**src/rtl/fetch_pkg.sv**
```systemverilog
// Shared types for the instruction fetch front end: FSM encoding and default widths.
package fetch_pkg;

  typedef enum logic [1:0] {
    ST_IDLE  = 2'd0,
    ST_RUN   = 2'd1,
    ST_FAULT = 2'd2
  } fetch_state_e;

  localparam int unsigned FETCH_ADDR_W   = 32;
  localparam int unsigned FETCH_DATA_W   = 32;
  localparam logic [31:0] FETCH_RESET_PC = 32'd0;

  function automatic logic is_fault(input fetch_state_e st);
    return st == ST_FAULT;
  endfunction

endpackage

```
**src/rtl/fetch_buffer.sv**
```systemverilog
// Small FIFO of {pc, instruction} pairs between the fetch stage and decode.
// Flush empties it in one cycle; the head reads as zero while empty.
module fetch_buffer
  import fetch_pkg::*;
#(
  parameter int unsigned DEPTH  = 2,
  parameter int unsigned PC_W   = FETCH_ADDR_W,
  parameter int unsigned DATA_W = FETCH_DATA_W
) (
  input  logic                           clk,
  input  logic                           rst_n,
  input  logic                           i_push,
  input  logic [PC_W-1:0]                i_push_pc,
  input  logic [DATA_W-1:0]              i_push_instr,
  input  logic                           i_pop,
  input  logic                           i_flush,
  output logic                           o_valid,
  output logic [PC_W-1:0]                o_pc,
  output logic [DATA_W-1:0]              o_instr,
  output logic [$clog2(DEPTH+1)-1:0]     o_count
);

  localparam int unsigned CNT_W = $clog2(DEPTH + 1);
  localparam int unsigned PTR_W = (DEPTH > 1) ? $clog2(DEPTH) : 1;

  logic [PC_W-1:0]   r_pc_mem    [DEPTH];
  logic [DATA_W-1:0] r_instr_mem [DEPTH];
  logic [PTR_W-1:0]  r_rd;
  logic [PTR_W-1:0]  r_wr;
  logic [CNT_W-1:0]  r_count;
  logic              w_valid;

  function automatic logic [PTR_W-1:0] ptr_inc(input logic [PTR_W-1:0] p);
    return (p == PTR_W'(DEPTH - 1)) ? '0 : p + PTR_W'(1);
  endfunction

  assign w_valid = (r_count != '0);
  assign o_valid = w_valid;
  assign o_count = r_count;
  assign o_pc    = w_valid ? r_pc_mem[r_rd]    : '0;
  assign o_instr = w_valid ? r_instr_mem[r_rd] : '0;

  // Pointers and occupancy; flush overrides any push or pop in the same cycle.
  always_ff @(posedge clk or negedge rst_n) begin
    if (!rst_n) begin
      r_rd    <= '0;
      r_wr    <= '0;
      r_count <= '0;
    end else if (i_flush) begin
      r_rd    <= '0;
      r_wr    <= '0;
      r_count <= '0;
    end else begin
      if (i_push) r_wr <= ptr_inc(r_wr);
      if (i_pop)  r_rd <= ptr_inc(r_rd);
      r_count <= r_count + CNT_W'(i_push) - CNT_W'(i_pop);
    end
  end

  // Storage is never reset; occupancy alone decides what is visible.
  always_ff @(posedge clk) begin
    if (i_push && !i_flush) begin
      r_pc_mem[r_wr]    <= i_push_pc;
      r_instr_mem[r_wr] <= i_push_instr;
    end
  end

endmodule

```
**src/rtl/instruction_fetch.sv**
```systemverilog
// Instruction fetch: owns the PC, reads a synchronous instruction memory and feeds decode.
// Define FETCH_BOUNDS_CHK_EN to trap on PCs at or beyond MEM_DEPTH (sticky FAULT state).
module instruction_fetch
  import fetch_pkg::*;
#(
  parameter int unsigned       ADDR_W    = FETCH_ADDR_W,
  parameter int unsigned       DATA_W    = FETCH_DATA_W,
  parameter logic [ADDR_W-1:0] RESET_PC  = ADDR_W'(FETCH_RESET_PC),
  parameter int unsigned       BUF_DEPTH = 2,
  parameter int unsigned       MEM_DEPTH = 64
) (
  input  logic              clk,
  input  logic              rst_n,
  input  logic              fetch_en,
  output logic [ADDR_W-1:0] instruction_address,
  input  logic [DATA_W-1:0] instruction_out,
  input  logic              redirect_valid,
  input  logic [ADDR_W-1:0] redirect_pc,
  output logic              instr_valid,
  input  logic              instr_ready,
  output logic [DATA_W-1:0] instr,
  output logic [ADDR_W-1:0] instr_pc,
  output logic              fetch_fault
);

  localparam int unsigned CNT_W = $clog2(BUF_DEPTH + 1);

  if (BUF_DEPTH < 2 || MEM_DEPTH < 1) begin : g_param_chk
    $error("instruction_fetch: BUF_DEPTH must be >= 2 and MEM_DEPTH >= 1");
  end

  fetch_state_e      r_state;
  logic [ADDR_W-1:0] r_pc;
  logic              r_inflight;
  logic [ADDR_W-1:0] r_inflight_pc;

  logic [CNT_W-1:0]  w_count;
  logic [CNT_W:0]    w_occ;
  logic              w_pop;
  logic              w_redirect;
  logic              w_room;
  logic              w_want;
  logic              w_issue;
  logic              w_capture;
  logic              w_fault_set;

  assign w_pop      = instr_valid & instr_ready;
  assign w_redirect = redirect_valid & ~is_fault(r_state);

  // Slots already promised: buffered entries plus the outstanding read, less this cycle's pop.
  assign w_occ  = {1'b0, w_count} + {{CNT_W{1'b0}}, r_inflight} - {{CNT_W{1'b0}}, w_pop};
  assign w_room = (w_occ < (CNT_W + 1)'(BUF_DEPTH));

  // IDLE with fetch_en already issues, so the first fetch leaves in the cycle fetch_en rises.
  assign w_want = fetch_en & ~is_fault(r_state) & w_room & ~w_redirect;

`ifdef FETCH_BOUNDS_CHK_EN
  logic w_oob;
  logic r_fault;

  assign w_oob       = (r_pc >= ADDR_W'(MEM_DEPTH));
  assign w_issue     = w_want & ~w_oob;
  assign w_fault_set = w_want & w_oob;
  assign fetch_fault = r_fault;

  always_ff @(posedge clk or negedge rst_n) begin
    if (!rst_n) r_fault <= 1'b0;
    else if (w_fault_set) r_fault <= 1'b1;
  end
`else
  assign w_issue     = w_want;
  assign w_fault_set = 1'b0;
  assign fetch_fault = 1'b0;
`endif

  // A response arriving in the redirect cycle belongs to the abandoned path.
  assign w_capture = r_inflight & ~w_redirect;

  // Issue stage: PC, outstanding-read flag and mode.
  always_ff @(posedge clk or negedge rst_n) begin
    if (!rst_n) begin
      r_state    <= ST_IDLE;
      r_pc       <= RESET_PC;
      r_inflight <= 1'b0;
    end else begin
      r_inflight <= w_issue;
      if (w_redirect)   r_pc <= redirect_pc;
      else if (w_issue) r_pc <= r_pc + ADDR_W'(1);
      if (w_fault_set) begin
        r_state <= ST_FAULT;
      end else begin
        case (r_state)
          ST_IDLE: if (fetch_en)  r_state <= ST_RUN;
          ST_RUN:  if (!fetch_en) r_state <= ST_IDLE;
          default: r_state <= r_state;
        endcase
      end
    end
  end

  always_ff @(posedge clk) begin
    if (w_issue) r_inflight_pc <= r_pc;
  end

  assign instruction_address = r_pc;

  // Capture stage: memory data joins its PC in the buffer.
  fetch_buffer #(
    .DEPTH  (BUF_DEPTH),
    .PC_W   (ADDR_W),
    .DATA_W (DATA_W)
  ) u_buf (
    .clk          (clk),
    .rst_n        (rst_n),
    .i_push       (w_capture),
    .i_push_pc    (r_inflight_pc),
    .i_push_instr (instruction_out),
    .i_pop        (w_pop & ~w_redirect),
    .i_flush      (w_redirect),
    .o_valid      (instr_valid),
    .o_pc         (instr_pc),
    .o_instr      (instr),
    .o_count      (w_count)
  );

endmodule

```
**config.mk**
```make
export PLATFORM = sky130hd
export DESIGN_NAME = instruction_fetch
export DESIGN_NICKNAME = d
export VERILOG_FILES = /design/src/rtl/fetch_pkg.sv /design/src/rtl/fetch_buffer.sv /design/src/rtl/instruction_fetch.sv
export SDC_FILE = /design/constraint.sdc
export NUM_CORES = 1
export LEC_CHECK = 0
export BUFFER_PORTS_ARGS = -buffer_cell sky130_fd_sc_hd__buf_4
export CORE_ASPECT_RATIO = 0.7
export CORE_MARGIN = 2
export CORE_UTILIZATION = 40
export CTS_CLUSTER_DIAMETER = 30
export DETAILED_ROUTE_END_ITERATION = 8
export PLACE_DENSITY = 0.6
export SLEW_MARGIN = 20
export SYNTH_ARGS = -nofsm -noshare
export SYNTH_HDL_FRONTEND = slang
export SYNTH_SLANG_ARGS = --single-unit
```
**constraint.sdc**
```tcl
create_clock -name clk -period 12.8 [get_ports clk]
set_clock_uncertainty 0.1 [all_clocks]
set_input_delay 2.56 -clock clk [delete_from_list [all_inputs] [get_ports clk]]
set_output_delay 2.56 -clock clk [all_outputs]
set_load 0.05 [all_outputs]
```
# --- Word level (Yosys, flattened, before mapping) ---
# Memory sizes are Yosys's and may differ from the RTL's.
# Index checks and enable logic that the tools add are counted.
totals:
  reg_bits: 71
  output_inout_bits: 98
  elab_cells: 55
  ram_bits: 128
  n_memories: 2
classes:
  n_mux: 16
  n_lt_le_gt_ge: 1
  reduce_logical: 9
  addsub: 7
  bitwise_logic: 9
  eq_ne: 4
mem_list:
  columns: ["memory", "depth", "word_bits", "read_ports", "rd_ports_with_merged_regs", "write_ports", "line_no", "rtl"]
  rows:
  - ["u_buf.r_instr_mem", 2, 32, 1, 0, 1, "fetch_buffer.sv:27", "logic [DATA_W-1:0] r_instr_mem [DEPTH];"]
  - ["u_buf.r_pc_mem", 2, 32, 1, 0, 1, "fetch_buffer.sv:26", "logic [PC_W-1:0] r_pc_mem [DEPTH];"]
ops:
  columns: ["operator", "count"]
  rows:
  - ["32-bit two-way mux", 4]
  - ["32-bit by 1-bit adder with 32-bit output, second input constant", 1]
  - ["2-bit nonzero test", 5]
  - ["1-bit two-way mux", 8]
  - ["1-bit AND", 7]
  - ["2-bit two-way mux", 3]
  - ["2-bit != test, second input constant", 2]
  - ["2-bit one-hot mux with 2 select lines", 1]
  - ["2-bit by 1-bit adder with 3-bit output", 1]
  - ["3-bit by 2-bit < comparator with 1-bit output, second input constant", 1]
  - ["3-bit AND reduction", 1]
  - ["3-bit by 1-bit subtractor with 3-bit output", 1]
  - ["1-bit adder, second input constant", 2]
  - ["2-bit by 1-bit adder with 2-bit output", 1]
  - ["2-bit by 1-bit equality test with 1-bit output, second input constant", 1]
  - ["2-bit equality test, second input constant", 1]
  - ["2-bit logical NOT", 1]
  - ["1-bit inverter", 2]
  - ["2-bit by 1-bit subtractor with 2-bit output", 1]
  - ["1-bit logical AND", 1]
  - ["1-bit logical NOT", 1]

# --- Logic depth before layout (Yosys ltp) ---
logic_depth:
  ltp_word: 8
  mapped_depth: 9

# --- Modules after synthesis ---
# A second synthesis with hierarchy kept.
hier_totals:
  hier_cells: 531
  hier_area_um2: 7935.1
modules_own_cells:
  columns: ["mod", "seq_area_each_um2", "cells_per_inst", "n_inst", "area_each_um2"]
  rows:
  - ["fetch_buffer", 3943.8, 289, 1, 5066.1]
  - ["instruction_fetch", 1786.7, 242, 1, 2869.0]

# --- Least setup slack after synthesis ---
# Ideal clock, no wire load.
synth_timing:
  path_type: "input to register"
  startpoint: "input instr_ready"
  endpoint: "register r_inflight_pc[0] (enable)"
  arrival_time_ns: 5.780
  path_stages: 5
  path_slack_ns: 6.457
  path_buffers: 0
  cell_sequence: "and3b_2 o21ai_0 fa_1 xor2_2 nor3_1"
synth_between:
  elab_chain_len: 5
synth_lines:
  columns: ["element", "line_no", "rtl"]
  rows:
  - ["from (decl)", "instruction_fetch.sv:20", "input logic instr_ready,"]
  - ["1-bit AND", "instruction_fetch.sv:47", "assign w_pop = instr_valid & instr_ready;"]
  - ["3-bit by 1-bit subtractor with 3-bit output", "instruction_fetch.sv:51", "assign w_occ = {1'b0, w_count} + {{CNT_W{1'b0}}, r_inflight} - {{CNT_W{1'b0}}, w_pop};"]
  - ["3-bit by 2-bit < comparator with 1-bit output", "instruction_fetch.sv:52", "assign w_room = (w_occ < (CNT_W + 1)'(BUF_DEPTH));"]
  - ["1-bit AND (2 in a row)", "instruction_fetch.sv:55", "assign w_want = fetch_en & ~is_fault(r_state) & w_room & ~w_redirect;"]
  - ["net w_issue", "instruction_fetch.sv:43", "logic w_issue;"]
  - ["to (signal assigned)", "instruction_fetch.sv:102", "if (w_issue) r_inflight_pc <= r_pc;"]
  - ["to (decl)", "instruction_fetch.sv:35", "logic [ADDR_W-1:0] r_inflight_pc;"]
# The timed path passes the listed nets, and every way through them passes these cells.
# A chain may end at the register's enable or synchronous reset.

# --- Worst setup path in the final report ---
layout_timing:
  startpoint: "register u_buf.r_rd"
  endpoint: "output instr[6]"
layout_between:
  elab_chain_len: 2
layout_lines:
  columns: ["element", "line_no", "rtl"]
  rows:
  - ["from (decl)", "fetch_buffer.sv:28", "logic [PTR_W-1:0] r_rd;"]
  - ["from (signal assigned)", "fetch_buffer.sv:55", "if (i_pop) r_rd <= ptr_inc(r_rd);"]
  - ["memory read 2 x 32 bit", null, null]
  - ["32-bit two-way mux", "fetch_buffer.sv:41", "assign o_instr = w_valid ? r_instr_mem[r_rd] : '0;"]
  - ["to (decl)", "instruction_fetch.sv:21", "output logic [DATA_W-1:0] instr,"]
# Every way passes these cells.

==> impl_metrics.csv <==
group,metric,value,unit
power_and_ir_drop,p_switching,0.571,mW
route,first_pass_iters,4,
min_path,hold_start,"r_inflight_pc[16]",
final_layout,num-fill-cells,1727,
global_route,grt_pass1_wl,27500,um
route,vias_per_cell,4.95,
power_and_ir_drop,switching_share,32.5,%
final_layout,final_util,51.4,%
critical_path,start_kind,"flop",
final_layout,num-nets-final,783,
synth,synth_commonest_cells,"edfxtp_1 (160), nor2_1 (74), mux2i_1 (65), nand2_1 (39), dfrtp_1 (37)",
run,maxCapViolCount,0,
synth,synth.most_common_cell,"edfxtp_1",
cts,clk_pin_slew,0.07,ns
power_and_ir_drop,power.internal,1.19,mW
critical_path,rr_endpoint,"instruction_address[29]",
cts,cts_sinks,197,
final_layout,syn_to_final_growth,26.9,%
power_and_ir_drop,ir_drop,87.7,uV
synth,async_reset_ff_share,18.8,%
critical_path,r2r_cells,8,
floorplanning,die_area,21100,um2
route,wl_per_cell,18.1,um
cts,tritoncts,"done",
critical_path,end_kind,"primary output",
route,detail-route-antenna-nets,0,
critical_path,cp.required,10.14,ns
route,drcViolationCount,0,
final_layout,drive_above_1_share,30.3,%
route,wl,17900,um
global_route,grt.total_usage,17.4,%
floorplanning,die_h,122,um
synth,syn_avg_cell_area,14.6,um2
synth,yosys.area.top_type,"edfxtp_1",
floorplanning,die_w,173,um
timing,finalMaxSlewViolations,0,
synth,synth.distinct_cells,42,
run_status,status,"finished, final reports clean",
timing,period_minus_slack,5.10,ns
cts,ctsLongestPathBuffers,2,
critical_path,crit_slowest_cell,"buf_4",
synth,syn_inst,545,
timing,fmax,196,MHz
cts,cts_buffers,17,
synth,synthTopCellsByArea,"edfxtp_1 (60%), dfrtp_1 (12%), mux2i_1 (8.2%)",
power_and_ir_drop,p_total,1.76,mW
final_layout,antenna_cells,0,
synth,synth_enable_flop_cells,160,
timing,setup_ws,7.70,ns
synth,yosysSeqAreaShare,71.8,%
global_route,grt_overflow_total,0,
critical_path,reg2reg_slack,9.44,ns
timing,setup-violations-final,0,
critical_path,crit_buf_inv,2,
timing,setup-tns-final,0,ns
power_and_ir_drop,clkPwrFrac,31.1,%
min_path,min_path_cells,0,
timing,relSlewSlack,37.6,%
floorplanning,io_pins,167,
cts,root_buffer,"clkbuf_16",
cts,postCtsSetupBuffers,0,
min_path,min_to,"u_buf.r_pc_mem[1][16]",
power_and_ir_drop,power_frac_comb,23.9,%
power_and_ir_drop,power_frac_seq,45.0,%
synth,synth_warnings,0,
synth,ys_seq_elements,197,
critical_path,crit_start,"u_buf.r_rd",
power_and_ir_drop,power.density,174,nW/um2
critical_path,path_common_cell,"buf_4",
power_and_ir_drop,p_leak,3.73,nW
global_route,grt_max_degree,70,
route,drtIter0Drc,375,
floorplanning,rows,43,
placement,routabilityCongestion,0.817,
global_route,grt_pass1_vias,4833,
placement,hpwl,11800,um
timing,finalHoldViolCount,0,
critical_path,cp.arrival,2.44,ns
synth,synth_area,7980,um2
timing,tightest_slew,0.936,ns
critical_path,crit_chain,"buf_4 -> mux2i_1 -> nor2_1 -> buf_4",
critical_path,rr_startpoint,"u_buf.o_count[1]",
min_path,hold_path_class,"flop to flop",
cts,ctsHtreeMaxLevel,4,
timing,rsz0062_at_grt,"false",
cts,cts_resized,0,
critical_path,worstPathMaxFanout,50,
floorplanning,start_util,40.5,%
route,vias,4907,
final_layout,multi_input_comb_area,2150,um2
global_route,grt_antenna_before_repair,0,
placement,dp_slack,7.38,ns
floorplanning,core,19700,um2
timing,whs,0.344,ns
synth,syn-num-nets,618,
critical_path,crit_family,"buffers and inverters",
final_layout,seqCellArea,5730,um2
synth,synth_top_area_share,60.2,%
placement,port_buffers,165,
critical_path,cpPeakStageDelay,0.75,ns
timing,fin_crit_sh,39.8,%
synth,synth_ff_type,"edfxtp_1",
critical_path,criticalPathCategory,"flop to primary output",
cts,hold_buffers,0,
cts,clock_latency,0.42,ns
## flip-flops by register name (all words and copies together), names as in the netlist
| name | cells |
|---|---|
| u_buf.r_pc_mem | 64 |
| r_inflight_pc | 32 |
| instruction_address | 32 |
| r_inflight | 1 |
| u_buf.r_wr | 1 |
| u_buf.r_instr_mem | 64 |
| u_buf.o_count | 2 |
| u_buf.r_rd | 1 |
## stage by stage
| step | instance area (um2) | instances |
|---|---|---|
| finish | 10100 | 992 |
| detailed placement | 9520 | 961 |
| floorplan | 7980 | 545 |
| CTS | 10100 | 992 |
| global placement | 9520 | 961 |
| global route | 10100 | 992 |
## layout by cell type (no fill, tap or decap), types with 2 or more instances in the layout
cell type	Yosys	final
o21ai_0	9	9
and4_1	4	4
bufinv_16	0	3
nand2b_1	3	3
xnor2_1	17	17
clkinvlp_4	0	3
nand3_1	7	7
nor2b_1	3	3
dfrtp_1	37	36
inv_8	0	2
inv_6	0	2
nor4_2	2	2
clkbuf_16	0	17
nor2_1	74	71
mux2i_1	65	65
nand2_1	39	39
nor3_2	3	4
xor2_1	16	16
nor2_4	0	3
and2_1	5	5
nor3_1	7	6
o31a_1	3	3
clkinv_4	0	2
edfxtp_1	160	160
o21ai_1	18	18
inv_1	6	6
nand4_1	17	17
and3_1	5	5
ha_1	3	3
or4_1	2	2
mux2_2	3	3
buf_4	1	170
## power by group through the flow
| stage | combinational (mW) | clock [mW] | sequential, mW |
|---|---|---|---|
| after floorplan | 0.255 | 0 | 0.827 |
| after global placement | 0.421 | 0 | 0.803 |
| after detailed placement | 0.425 | 0 | 0.806 |
| after CTS | 0.426 | 0.559 | 0.792 |
| after global routing | 0.446 | 0.584 | 0.798 |
| final | 0.420 | 0.548 | 0.792 |
## cell type report
| type | count | share of cell area, % |
|---|---|---|
| multi-input cells | 318 | 21.2 |
| repair buffers | 170 | 12.6 |
| well taps | 270 | 3.34 |
| clock inverters | 13 | 1.73 |
| inverters | 6 | 0.222 |
| clock buffers | 18 | 4.24 |
| flip-flops and latches | 197 | 56.6 |
## worst max-delay path by stage
stage / endpoint / depth (start not counted) / slack [ns]
after floorplan: r_inflight_pc[0] / 5 / 6.46
after global placement: instruction_address[29] / 9 / 7.48
after detailed placement: instruction_address[29] / 9 / 7.38
after CTS: instr[6] / 4 / 7.65
after global routing: instr[6] / 4 / 7.54
final: instr[6] / 4 / 7.70
## routing by layer
metal / GRT usage, % / up-vias / share of wire [%]
li1: - / 2317 / -
met5: 0 / - / 0
met4: 5.03 / 0 / 0.70
met1: 25.2 / 2422 / 47
met3: 4.28 / 10 / 6.4
met2: 26.0 / 158 / 45
## kinds of logic after synthesis
kind of cell,synth area share (%)
mux,8.58
compound gates,2.21
xor+xnor,3.83
simple gates,11.2
flops,71.8
buf+inv,1.58
other cells,0.0470
fa+ha+maj,0.722
Power figures use the tool's default switching activity.
